[src/rtl/queue_word_packer.sv]
// ---------------------------------------------------------------------------
// queue_word_packer
//
// Drain stage that sits behind the 8-entry byte queue controller. It pops
// bytes through the queue's first-word-fall-through interface, packs them
// little-endian into BYTES_PER_WORD-byte words, and presents each word on a
// valid/ready master port. A partial word is sent out early on an explicit
// flush pulse or after TIMEOUT idle cycles, so trailing bytes never stall.
//
// Parameters
//   BYTES_PER_WORD  bytes per output word (2..8)
//   TIMEOUT         idle cycles with a partial word before auto-flush (0 = off)
//
// Ports
//   i_clk        rising-edge clock
//   i_rst_n      asynchronous active-low reset
//   i_q_data     queue head byte, valid while !i_q_empty
//   i_q_empty    queue empty flag
//   o_q_deq      pop request; the byte on i_q_data is consumed this cycle
//   i_flush      single-cycle request to emit the current partial word
//   o_m_data     packed word, byte i on [8i+7:8i], unused lanes zero
//   o_m_count    number of valid bytes in o_m_data (1..BYTES_PER_WORD)
//   o_m_valid    word available
//   i_m_ready    consumer accepts the word when o_m_valid && i_m_ready
//   o_words_out  count of accepted words, wraps at 65535 -> 0
// ---------------------------------------------------------------------------
module queue_word_packer #(
  parameter int BYTES_PER_WORD = 4,
  parameter int TIMEOUT        = 16
) (
  input  logic                                    i_clk,
  input  logic                                    i_rst_n,
  input  logic [7:0]                              i_q_data,
  input  logic                                    i_q_empty,
  output logic                                    o_q_deq,
  input  logic                                    i_flush,
  output logic [8*BYTES_PER_WORD-1:0]             o_m_data,
  output logic [$clog2(BYTES_PER_WORD+1)-1:0]     o_m_count,
  output logic                                    o_m_valid,
  input  logic                                    i_m_ready,
  output logic [15:0]                             o_words_out
);

  localparam int DATA_W = 8 * BYTES_PER_WORD;
  localparam int CNT_W  = $clog2(BYTES_PER_WORD + 1);
  // The idle counter only ever has to reach TIMEOUT-1 before the flush fires.
  localparam int IDLE_W = (TIMEOUT < 2) ? 1 : $clog2(TIMEOUT);

  localparam logic [CNT_W-1:0]  LAST_LANE  = CNT_W'(BYTES_PER_WORD - 1);
  localparam logic [CNT_W-1:0]  FULL_COUNT = CNT_W'(BYTES_PER_WORD);
  localparam logic [IDLE_W-1:0] IDLE_LAST  = IDLE_W'((TIMEOUT == 0) ? 0 : TIMEOUT - 1);

  typedef enum logic {
    FILL = 1'b0,
    HOLD = 1'b1
  } state_t;

  state_t              r_state;
  state_t              w_nextState;
  logic [CNT_W-1:0]    r_cnt;
  logic [IDLE_W-1:0]   r_idle;
  logic                r_flushPend;
  logic [DATA_W-1:0]   r_accum;
  logic [DATA_W-1:0]   w_accumNext;
  logic [DATA_W-1:0]   r_mData;
  logic [CNT_W-1:0]    r_mCount;
  logic                r_mValid;
  logic [15:0]         r_wordsOut;
  logic                w_timeout;
  logic                w_doFlush;
  logic                w_wordDone;

  // A pending flush request only matters when there is something to send.
  assign w_timeout  = (TIMEOUT != 0) && (r_idle == IDLE_LAST);
  assign w_doFlush  = (i_flush || r_flushPend || w_timeout) && (r_cnt != '0);
  assign w_wordDone = o_q_deq && (r_cnt == LAST_LANE);

  // Accumulator with the head byte dropped into the lane selected by r_cnt.
  always_comb begin
    w_accumNext = r_accum;
    for (int i = 0; i < BYTES_PER_WORD; i++) begin
      if (r_cnt == CNT_W'(i)) begin
        w_accumNext[8*i +: 8] = i_q_data;
      end
    end
  end

  // State register.
  always_ff @(posedge i_clk or negedge i_rst_n) begin
    if (!i_rst_n) begin
      r_state <= FILL;
    end else begin
      r_state <= w_nextState;
    end
  end

  // Next-state logic: leave FILL when a word is completed or flushed, leave
  // HOLD once the consumer takes the word.
  always_comb begin
    w_nextState = r_state;
    case (r_state)
      FILL: begin
        if (w_doFlush || w_wordDone) begin
          w_nextState = HOLD;
        end
      end
      HOLD: begin
        if (i_m_ready) begin
          w_nextState = FILL;
        end
      end
      default: w_nextState = FILL;
    endcase
  end

  // Output logic: pop only while filling, never during a flush cycle, and
  // never while reset is held so the queue cannot lose a byte into reset.
  always_comb begin
    o_q_deq = 1'b0;
    if (i_rst_n && (r_state == FILL)) begin
      o_q_deq = !i_q_empty && !w_doFlush;
    end
  end

  // Datapath: accumulator, presented word, idle timer, pending flush and the
  // accepted-word counter. The accumulator is cleared whenever a word leaves
  // so that a later partial word carries zeros in its unused lanes.
  always_ff @(posedge i_clk or negedge i_rst_n) begin
    if (!i_rst_n) begin
      r_cnt       <= '0;
      r_idle      <= '0;
      r_flushPend <= 1'b0;
      r_accum     <= '0;
      r_mData     <= '0;
      r_mCount    <= '0;
      r_mValid    <= 1'b0;
      r_wordsOut  <= '0;
    end else begin
      case (r_state)
        FILL: begin
          // Whether applied or not, a pending flush is consumed here.
          r_flushPend <= 1'b0;
          if (w_doFlush) begin
            r_mData  <= r_accum;
            r_mCount <= r_cnt;
            r_mValid <= 1'b1;
            r_cnt    <= '0;
            r_accum  <= '0;
            r_idle   <= '0;
          end else if (o_q_deq) begin
            r_idle <= '0;
            if (r_cnt == LAST_LANE) begin
              r_mData  <= w_accumNext;
              r_mCount <= FULL_COUNT;
              r_mValid <= 1'b1;
              r_cnt    <= '0;
              r_accum  <= '0;
            end else begin
              r_accum <= w_accumNext;
              r_cnt   <= r_cnt + CNT_W'(1);
            end
          end else if ((r_cnt != '0) && i_q_empty) begin
            r_idle <= r_idle + IDLE_W'(1);
          end
        end
        HOLD: begin
          if (i_flush) begin
            r_flushPend <= 1'b1;
          end
          if (r_mValid && i_m_ready) begin
            r_mValid   <= 1'b0;
            r_wordsOut <= r_wordsOut + 16'd1;
          end
        end
        default: ;
      endcase
    end
  end

  assign o_m_data    = r_mData;
  assign o_m_count   = r_mCount;
  assign o_m_valid   = r_mValid;
  assign o_words_out = r_wordsOut;

endmodule

[config.mk]
export PLATFORM = sky130hd
export DESIGN_NAME = queue_word_packer
export DESIGN_NICKNAME = d
export VERILOG_FILES = /design/src/rtl/queue_word_packer.sv
export SDC_FILE = /design/constraint.sdc
export NUM_CORES = 1
export LEC_CHECK = 0
export ABC_CLOCK_PERIOD_IN_PS = 2250
export CAP_MARGIN = 5
export CORE_MARGIN = 2
export CORE_UTILIZATION = 45
export DETAILED_ROUTE_END_ITERATION = 10
export PLACE_DENSITY = 0.69
export SYNTH_ARGS = -nofsm -noshare
export SYNTH_HDL_FRONTEND = slang
export SYNTH_SLANG_ARGS = --single-unit
[constraint.sdc]
create_clock -name i_clk -period 2.25 [get_ports i_clk]
set_input_delay 0.675 -clock i_clk [delete_from_list [all_inputs] [get_ports i_clk]]
set_output_delay 0.675 -clock i_clk [all_outputs]
set_load 0.03 [all_outputs]
==> reports/results.txt <==
Pwr dens: 1400 nW/um^2
Via/cell ratio: 5.42
Max Buffers Root-to-Sink: 2
Buf/Inv on CP: 2
Floorplan row count: 34
Unrepaired setup endpoints after global routing: true
Ys async rst share: 100%
Antenna viol nets, final: 0
Crit-path cells: dlygate4sd2_1 -> a311o_1 -> a21boi_4 -> buf_6
GPL Wtd Cong: 0.807
Final HPWL DP: 6320 um
Vias in the first global route: 3056
Antenna cells: 0
Core Util, Final: 59.5%
Failing checks: negative setup slack
Final setup violating endpoints: 1
Placed inst area: 4960 sq um
Post-Syn Nets: 387
Final Cell Area: 5210 sq um
CP max stage delay: 320 ps
First-pass GRT wire length: 15500 um
DRC viols: 0
Worst-path fanout max: 2
Clk_lat worst skew: 360 ps
Post-synth cell types: 40
Post-route clock period utilization: 100%
Die W: 99.2 um
Initial DRC Count: 161
Data required time of the critical path: 1570 ps
Ys Warns: 0
Largest area contributor in the netlist: dfrtp_1
Leakage: 2.45 nW
Top FF cell, synth: dfrtp_1
Largest net degree at the start of global routing: 75
Cell family with most CP delay: compound AO/OA/AOI/OAI gates
Layout net count: 478
Mapped Area: 4080 sq um
Drt total wl: 9140 um
Antenna violations before repair: 0
Hold_buf cts: 0
Top cell type's share of synthesized area: 57.1%
Pins Over Slew Limit: 0
Maximum VDD drop: 0.741 mV
Layout cells sized above 1: 13.0%
Sequential fraction of the synthesis area: 57.1%
DR pass1 iterations: 4
Initial core utilization: 46.5%
All-Layer GR Usage: 19.8%
Min Tclk post-route: 2260 ps
Multi-input logic area: 1640 sq um
Synth-to-Final Area Change: 27.8%
Status: finished with violations
Hold Worst Slack: 115 ps
Leading cell types in the layout, fill and taps excluded: dfrtp_1 (92), clkdlybuf4s50_1 (61), nor2_1 (46)
Clk root buf: clkbuf_8
Die area: 9840 sq um
Commonest non-fill, non-tap cell in the layout: dfrtp_1
GRT Residual Overflow: 0
FF/Latch Area: 2330 sq um
Clk slew on worst S/H paths: 90 ps
Crit end category: output pin
CTS Sinks: 93
CTS H-tree depth: 3
Slowest cell on crit path: a311o_1
Io pins: 66
Fin Clk Skew: 10.1 ps
CP startpoint kind: primary input
Largest cells by area after synthesis: dfrtp_1 (57%), mux2i_1 (5.9%), a21oi_1 (4.3%)
CTS buffer count: 9
Cells after Synth: 368
Final Hold Fails: 0
Seq cells post-synth: 93
Final Non-Filler Cells: 571
Max-Cap Viols: 0
Hold Path Class: in -> async
Worst-margin pin slew: 915 ps
# fillers: 746
Die H: 99.2 um
Setup WS post-layout: -7.33 ps
Crit Path Class: in -> out
Routed len/inst: 16.0 um
Total number of vias: 3095
Core area: 8760 sq um
EDFF count, synth: 0
Post-Place Cells: 551
Worst slew margin: 39.0%
Pre-CTS setup slack: -295 ps
Crit path DAT: 1580 ps
Avg Cell Area, Syn: 11.1 sq um
Maximum clock rate: 0.443 GHz
CTS tree: done
PortBufs: 65
-- power breakdown --
part / leakage [nW] / internal (mW) / switching, mW
Clock: 0.0850 / 0.512 / 0.589
Combinational: 1.16 / 1.53 / 2.02
Sequential: 1.20 / 2.27 / 0.386
-- timing repair --
| item | in CTS | in global routing |
|---|---|---|
| pin swaps | 3 | 1 |
| setup endpoints to repair | 1 | 1 |
| gates resized for setup | 6 | 3 |
| buffers inserted | 3 | 2 |
-- synthesized netlist by cell type (7+ instances only) --
library cell and number:
nand2_1 34, a22o_1 20, mux2i_1 24, nor2_1 46, buf_6 7, nand3_1 15, a21oi_1 35, and2_1 8
a31oi_1 8, xnor2_1 10, dfrtp_1 93
-- cell type report --
type / count / share of cell area (%)
Multi-Input combinational cell: 254 / 31.4
Sequential cell: 93 / 44.7
Inverter: 5 / 0.360
Clock inverter: 5 / 1.18
Clock buffer: 10 / 2.45
Timing Repair Buffer: 96 / 17.4
Tap cell: 108 / 2.59
-- through the flow --
stage	TNS (ps)	power [mW]
2_1_floorplan	0	4.90
3_3_place_gp	-11170	6.07
3_5_place_dp	-12650	6.17
4_1_cts	-100	7.32
5_1_grt	-69.6	7.81
6_report	-7.33	7.31
-- state kept, by name, indices dropped and copies added (netlist names) --
signal       flops
o_m_count        3
o_m_data        32
o_m_valid        1
o_words_out     16
r_accum         32
r_cnt            3
r_flushPend      1
r_idle           4
r_state          1
-- layer usage --
layer | vias to the layer above | share of wire, % | GRT usage, %
met2 | 66 | 46 | 30.4
met5 | - | 0 | 0
li1 | 1472 | - | -
met3 | 7 | 4.5 | 4.99
met4 | 0 | 0.86 | 4.74
met1 | 1550 | 48 | 28.6
-- path summary, 6_finish.rpt --
path | endpoint | start | slack, ps | cells past startpoint
min in group i_clk | o_words_out[15] | o_words_out[15] | 480 | 1
min | r_accum[3] | i_rst_n | 110 | 1
max reg2reg | o_m_data[23] | r_idle[0] | 370 | 8
min reg2reg | o_words_out[15] | o_words_out[15] | 480 | 1
max | o_q_deq | i_flush | -7 | 4
max in group asynchronous | o_m_data[28] | i_rst_n | 1050 | 2
-- kinds of logic after synthesis --
kind of cell | Yosys count | share of synthesized area, %
and+or+nand+nor | 126 | 14.4
muxes | 25 | 6.17
buffers and inverters | 21 | 3.41
AOI/OAI and AO/OA | 82 | 13.9
xor gates and xnor gates | 15 | 3.22
DFF | 93 | 57.1
adders and majority gates | 6 | 1.84
No activity file was read; power rests on OpenSTA's default activity.
